`config.mk`:
```
export PLATFORM = sky130hd
export DESIGN_NAME = fetch_sequencer
export DESIGN_NICKNAME = d
export VERILOG_FILES = /design/src/rtl/fetch_sequencer.sv
export SDC_FILE = /design/constraint.sdc
export NUM_CORES = 1
export LEC_CHECK = 0
export BUFFER_PORTS_ARGS = -buffer_cell sky130_fd_sc_hd__buf_2
export CAP_MARGIN = 20
export CORE_MARGIN = 2
export CORE_UTILIZATION = 30
export CTS_BUF_LIST = sky130_fd_sc_hd__clkbuf_4
export DETAILED_ROUTE_END_ITERATION = 8
export PLACE_DENSITY_LB_ADDON = 0.05
export SLEW_MARGIN = 0
export SYNTH_ARGS = -nofsm -noshare
export SYNTH_HDL_FRONTEND = slang
export SYNTH_SLANG_ARGS = --single-unit
```
`constraint.sdc`:
```
create_clock -name Clk -period 3.1 [get_ports Clk]
set_clock_uncertainty 0.05 [all_clocks]
set_input_delay 0.62 -clock Clk [delete_from_list [all_inputs] [get_ports Clk]]
set_output_delay 0.62 -clock Clk [all_outputs]
set_load 0.01 [all_outputs]
```
`src/rtl/fetch_sequencer.sv`:
```
// Program-fetch controller: owns the PC into the instruction ROM, runs the start/done
// handshake, resolves taken branches through an 8-entry target table and stops on halt.
module fetch_sequencer #(
  parameter int unsigned A = 10,
  parameter int unsigned W = 9
) (
  input  logic         Clk,
  input  logic         Reset,
  input  logic         Start,
  input  logic [A-1:0] StartAddr,
  input  logic         Stall,
  input  logic         BranchTaken,
  input  logic [2:0]   BranchSel,
  input  logic         LutWe,
  input  logic [2:0]   LutIdx,
  input  logic [A-1:0] LutData,
  input  logic [W-1:0] InstIn,
  output logic [A-1:0] InstAddress,
  output logic         InstValid,
  output logic         Busy,
  output logic         Done,
  output logic [15:0]  InstCount
);

  localparam int unsigned CW = 16;
  localparam int unsigned NT = 8;

  typedef enum logic [1:0] {
    IDLE = 2'd0,
    RUN  = 2'd1,
    DONE = 2'd2
  } state_t;

  state_t          state;
  state_t          state_next;
  logic [A-1:0]    pc;
  logic [A-1:0]    pc_next;
  logic [CW-1:0]   count;
  logic [CW-1:0]   count_next;
  logic [A-1:0]    lut [NT];
  logic            busy_q;
  logic            done_q;

  logic            exec;
  logic            halt;
  logic            launch;
  logic            lut_wr;

  // State register; Busy/Done are registered copies of the upcoming state.
  always_ff @(posedge Clk or negedge Reset) begin
    if (!Reset) begin
      state  <= IDLE;
      busy_q <= 1'b0;
      done_q <= 1'b0;
    end else begin
      state  <= state_next;
      busy_q <= (state_next == RUN);
      done_q <= (state_next == DONE);
    end
  end

  // Next-state logic: halt is the only way out of RUN short of reset.
  always_comb begin
    state_next = state;
    case (state)
      IDLE:    if (Start) state_next = RUN;
      RUN:     if (halt)  state_next = DONE;
      DONE:    if (Start) state_next = RUN;
      default: state_next = IDLE;
    endcase
  end

  // Output decode; a stalled cycle suppresses execution, which also masks halt and branch.
  always_comb begin
    exec   = 1'b0;
    halt   = 1'b0;
    launch = 1'b0;
    lut_wr = 1'b0;
    if (state == RUN) begin
      exec = !Stall;
      halt = !Stall && (InstIn == {W{1'b1}});
    end else begin
      launch = Start;
      lut_wr = LutWe;
    end
  end

  // PC and retire-count next values; halt keeps the PC parked on the halt word.
  always_comb begin
    pc_next    = pc;
    count_next = count;
    if (launch) begin
      pc_next    = StartAddr;
      count_next = '0;
    end else if (exec) begin
      if (!halt) begin
        pc_next = BranchTaken ? lut[BranchSel] : pc + A'(1);
      end
      if (count != {CW{1'b1}}) begin
        count_next = count + CW'(1);
      end
    end
  end

  always_ff @(posedge Clk or negedge Reset) begin
    if (!Reset) begin
      pc    <= '0;
      count <= '0;
    end else begin
      pc    <= pc_next;
      count <= count_next;
    end
  end

  // Branch-target table, writable only while not running.
  always_ff @(posedge Clk or negedge Reset) begin
    if (!Reset) begin
      for (int i = 0; i < int'(NT); i++) begin
        lut[i] <= '0;
      end
    end else if (lut_wr) begin
      lut[LutIdx] <= LutData;
    end
  end

  assign InstAddress = pc;
  assign InstValid   = exec;
  assign Busy        = busy_q;
  assign Done        = done_q;
  assign InstCount   = count;

endmodule

```
; Word-level counts from Yosys, hierarchy flattened
; Index checks and enable logic that the tools add are counted.
[classes]
addsub = 2
magnitude_cmp = 3
n_eq_ne = 7
mux = 20
bitwise = 2
n_reduce_logical = 9
[ops]
columns = operator, n
row1 = bitwise mux 80 bit, 1
row2 = two-way mux 10 bit, 7
row3 = two-way mux 16 bit, 3
row4 = binary-select mux 10 bit (select 3 bit), 1
row5 = demux 10 bit (select 3 bit), 1
row6 = adder 16 x 1 -> 16 bit (second input constant), 1
row7 = inequality test 16 bit (second input constant), 1
row8 = adder 10 x 1 -> 10 bit (second input constant), 1
row9 = equality test 9 bit (second input constant), 1
row10 = >= comparator 4 bit (second input constant), 2
row11 = inverter 3 -> 4 bit, 2
row12 = equality test 2 x 1 -> 1 bit (second input constant), 2
row13 = equality test 2 bit (second input constant), 2
row14 = < comparator 4 x 1 -> 1 bit (second input constant), 1
row15 = two-way mux 1 bit, 4
row16 = two-way mux 2 bit, 2
row17 = case mux 2 bit (2 select lines), 1
row18 = AND reduction 2 bit, 2
row19 = nonzero test 2 bit, 2
row20 = logical AND 1 bit, 2
row21 = zero test 2 bit, 1
row22 = inequality test 2 x 1 -> 1 bit (second input constant), 1
row23 = OR reduction 2 bit, 1
row24 = zero test 1 bit, 1
[word_totals]
regBits = 110
input_bits = 41
output_inout_bits = 29
word_cells = 56

; Depth between registers and ports, before layout
[logic_depth]
ltp_word = 8
mapped_depth = 7
mapped_depth_nobuf = 6

; Least setup slack after synthesis
; No wires, ideal clock.
[synth_timing]
kind = input to register
startpoint = in BranchSel[0]
endpoint = reg pc[1], in the netlist InstAddress[1]
setup_time_ps = 127
arrival_time_ps = 1895
required_ps = 2923
setup_slack_ps = 1028
stages = 7
n_path_buf = 2
path_cell_list = buf_4 > buf_4 > mux4_2 > mux2i_1 > nand2_1 > o211ai_1 > nand3_1
[synth_between]
elab_chain_len = 8
[synth_lines]
columns = item, line
row1 = start: declaration, 13  ; input logic [2:0] BranchSel,
row2 = inverter 3 -> 4 bit (not written as such), 97  ; pc_next = BranchTaken ? lut[BranchSel] : pc + A'(1);
row3 = binary-select mux 10 bit (select 3 bit), 97
row4 = two-way mux 10 bit (not written as such) (2 in series), 97
row5 = two-way mux 10 bit, 97
row6 = two-way mux 10 bit, 96  ; if (!halt) begin
row7 = two-way mux 10 bit, 95  ; end else if (exec) begin
row8 = two-way mux 10 bit, 92  ; if (launch) begin
row9 = end signal: assignment, 110  ; pc <= pc_next;
row10 = end: declaration, 36  ; logic [A-1:0] pc;
; No other way between the ends. The select of a mux whose other input is x is not followed.
; A chain may end at the register's enable or synchronous reset.

; Final worst setup path
[layout_timing]
startpoint = reg state[1]
endpoint = out InstValid
[layout_between]
elab_chain_len = 2
[layout_lines]
columns = item, line
row1 = start: declaration, 34  ; state_t state;
row2 = start signal: assignment, 56  ; state <= state_next;
row3 = equality test 2 x 1 -> 1 bit, 79  ; if (state == RUN) begin
row4 = two-way mux 1 bit, 79
row5 = end: declaration, 19  ; output logic InstValid,
; No other way between the ends.

==> out/metrics.csv <==
metric,value,unit
headroom to the max-slew limit,50.9,%
Starting Density,30.8,%
io pins,70,
remaining antenna violation count,0,
highest clock rate,399,MHz
Final Max Slew Viols,0,
Slew @ Worst Pin,0.734,ns
arrival time of the worst setup path,1.83,ns
setup violators final,0,
Fill cells,1763,
max_cap viols,0,
HP Class,in2async,
Critical-path top delay cell,or3b_1,
PortBufs,69,
vias in the first global route,3704,
initial antenna violation count,1,
CP max stage delay,0.58,ns
Final GP Congestion,0.718,
CTS tree,yes,
H-tree Lvls,3,
Overflow after GRT,0,
Syn Inst Count,406,
DRC viols,0,
layout cells sized above 1,43.8,%
crit end category,primary output,
WL final,13700,um
area delta synth->final,14.2,%
crit-path cells,"or3b_1, inv_2, buf_2",
register area share after synthesis,51.5,%
Clock Latency Late Sink,0.48,ns
Power Density,516,mW/mm^2
Final Hold Viols,0,
Post-CTS Setup Bufs,0,
routed len/inst,19.5,um
most frequent cells in the layout,"110 x dfrtp_1, 81 x mux2_2, 68 x buf_2, 21 x nand2_1, 20 x mux4_2",
area taken by flip-flops and latches,0.00275,sq mm
area of the die,0.0189,sq mm
CP required,2.43,ns
CTS resizes,0,
DP Area,0.00596,sq mm
critical path type,reg2out,
Post-Syn Area per Cell,13.2,sq um
Syn Nets,449,
startpoint types,register,
Row Count,48,
clk buf depth,2,
RSZ-0062 raised after global routing,false,
via count,3624,
multi-input logic area,0.00247,sq mm
Async SR Flop Fraction,100,%
Netlist cell types,50,
Core Area,0.0174,sq mm
"commonest non-fill, non-tap cell in the layout",dfrtp_1,
DP Wirelength,9490,um
first-pass GRT wire length,21300,um
Final Cycle Share,80.8,%
Yosys reg bits,110,
outcome,"complete, no violations",
"EDFF count, synth",0,
Synth top area share,51.5,%
Final Power,0.00315,W
PnR worst setup slack,0.595,ns
root buffer cell,clkbuf_4,
Synth area leaders,"dfrtp_1 51%, mux2_2 17%, mux4_2 8.4%, mux2i_1 1.9%, nand2_1 1.5%",
clk slew on worst S/H paths,0.17,ns
reg2reg start,InstCount[0]$_DFFE_PN0P_,
post-route cell area,0.00610,sq mm
crit path from,state[1]$_DFF_PN0_,
Fin Setup TNS,0,ns
synth warn,0,
pin count of the biggest net entering global routing,54,
Peak supply drop,0.199,mV
die width,137,um
"Hold-fix buffers, CTS",0,
DRT iter0 DRCs,131,
NumNets Final,518,
Placement Setup Slack,0.620,ns
Mapped Area,0.00535,sq mm
Final Critical Period,2.50,ns
DR pass1 iterations,4,
Clock Sinks,110,
TritonCTS Buffers,9,
Synth area leader,dfrtp_1,
die height,137,um
critical-path maximum fanout,9,
gr usage total,15.3,%
ys flop type,dfrtp_1,
Vias/cell,5.14,
Leakage,2.90,nW
-- worst max-delay path: cells and delay by family, from the launching register on --
| family | cells | cell delay (ns) |
|---|---|---|
| flip-flops | 1 | 0.44 |
| buffers and inverters | 2 | 0.33 |
| AND/OR/NAND/NOR | 1 | 0.58 |
-- state kept, by name (all words and copies together) (netlist names) --
signal       flops
InstAddress     10
InstCount       16
Busy             1
lut             80
state            2
Done             1
-- worst paths after layout --
kind	slack, ns	to	cells past startpoint
max	0.60	InstValid	3
min	0.03	InstCount[9]$_DFFE_PN0P_	1
max reg2reg	0.95	InstCount[7]$_DFFE_PN0P_	6
min reg2reg	0.47	lut[16]$_DFFE_PN0P_	1
max in group asynchronous	2.29	InstCount[15]$_DFFE_PN0P_	2
min in group Clk	0.32	InstAddress[4]$_DFFE_PN0P_	3
-- layout make-up --
type,instances,share of cell area (%)
sequential,110,45.1
multi-input combinational,269,40.5
timing repair buffer,78,7.01
tap,225,4.61
clock buffer,10,1.23
clock inverter,5,1.07
inverter,7,0.430
antenna,1,0.0410
-- metal layers --
metal	wire length, um	share of wire (%)	GRT usage, %
met1	6320	46	20.0
met4	175	1.3	5.15
met2	6670	49	25.7
met3	554	4.0	2.58
met5	0	0	0
-- synthesized netlist by cell type (all sizes together) (6+ instances only) --
cell type    n
a21oi       12
buf         14
clkbuf       6
dfrtp      110
inv          7
mux2        81
mux2i       10
mux4        20
nand2       21
nand3       12
nor2        16
nor3         8
o211ai       6
o21ai       13
xnor2        7
xor2         6
-- where the power goes --
part	total, W	leakage, nW	switching (W)	internal, W
logic	0.000613	1.34	0.000311	0.000302
registers	0.00176	1.49	0.000155	0.00161
clock network	0.000773	0.0779	0.000511	0.000262
-- cells by family (layout without fill, tap and decap cells) --
| family | count (synthesis) | after routing | synth area share (%) |
|---|---|---|---|
| compound gates | 57 | 57 | 7.19 |
| other cells | 0 | 1 | 0 |
| flops | 110 | 110 | 51.5 |
| buf+inv | 27 | 100 | 2.41 |
| xor+xnor | 13 | 13 | 2.13 |
| fa+ha+maj | 2 | 2 | 0.468 |
| mux | 111 | 111 | 27.4 |
| simple gates | 86 | 86 | 8.94 |
-- metrics by stage --
stage / hold slack (ns) / instances / util (%)
final: 0.0297 / 705 / 35.2
after global routing: 0.0252 / 705 / 35.2
after CTS: 0.0129 / 704 / 35.2
after detailed placement: 0.440 / 689 / 34.3
after global placement: 0.432 / 689 / 34.3
after floorplan: 0.274 / 406 / -
(Power assumes the default switching activity.)
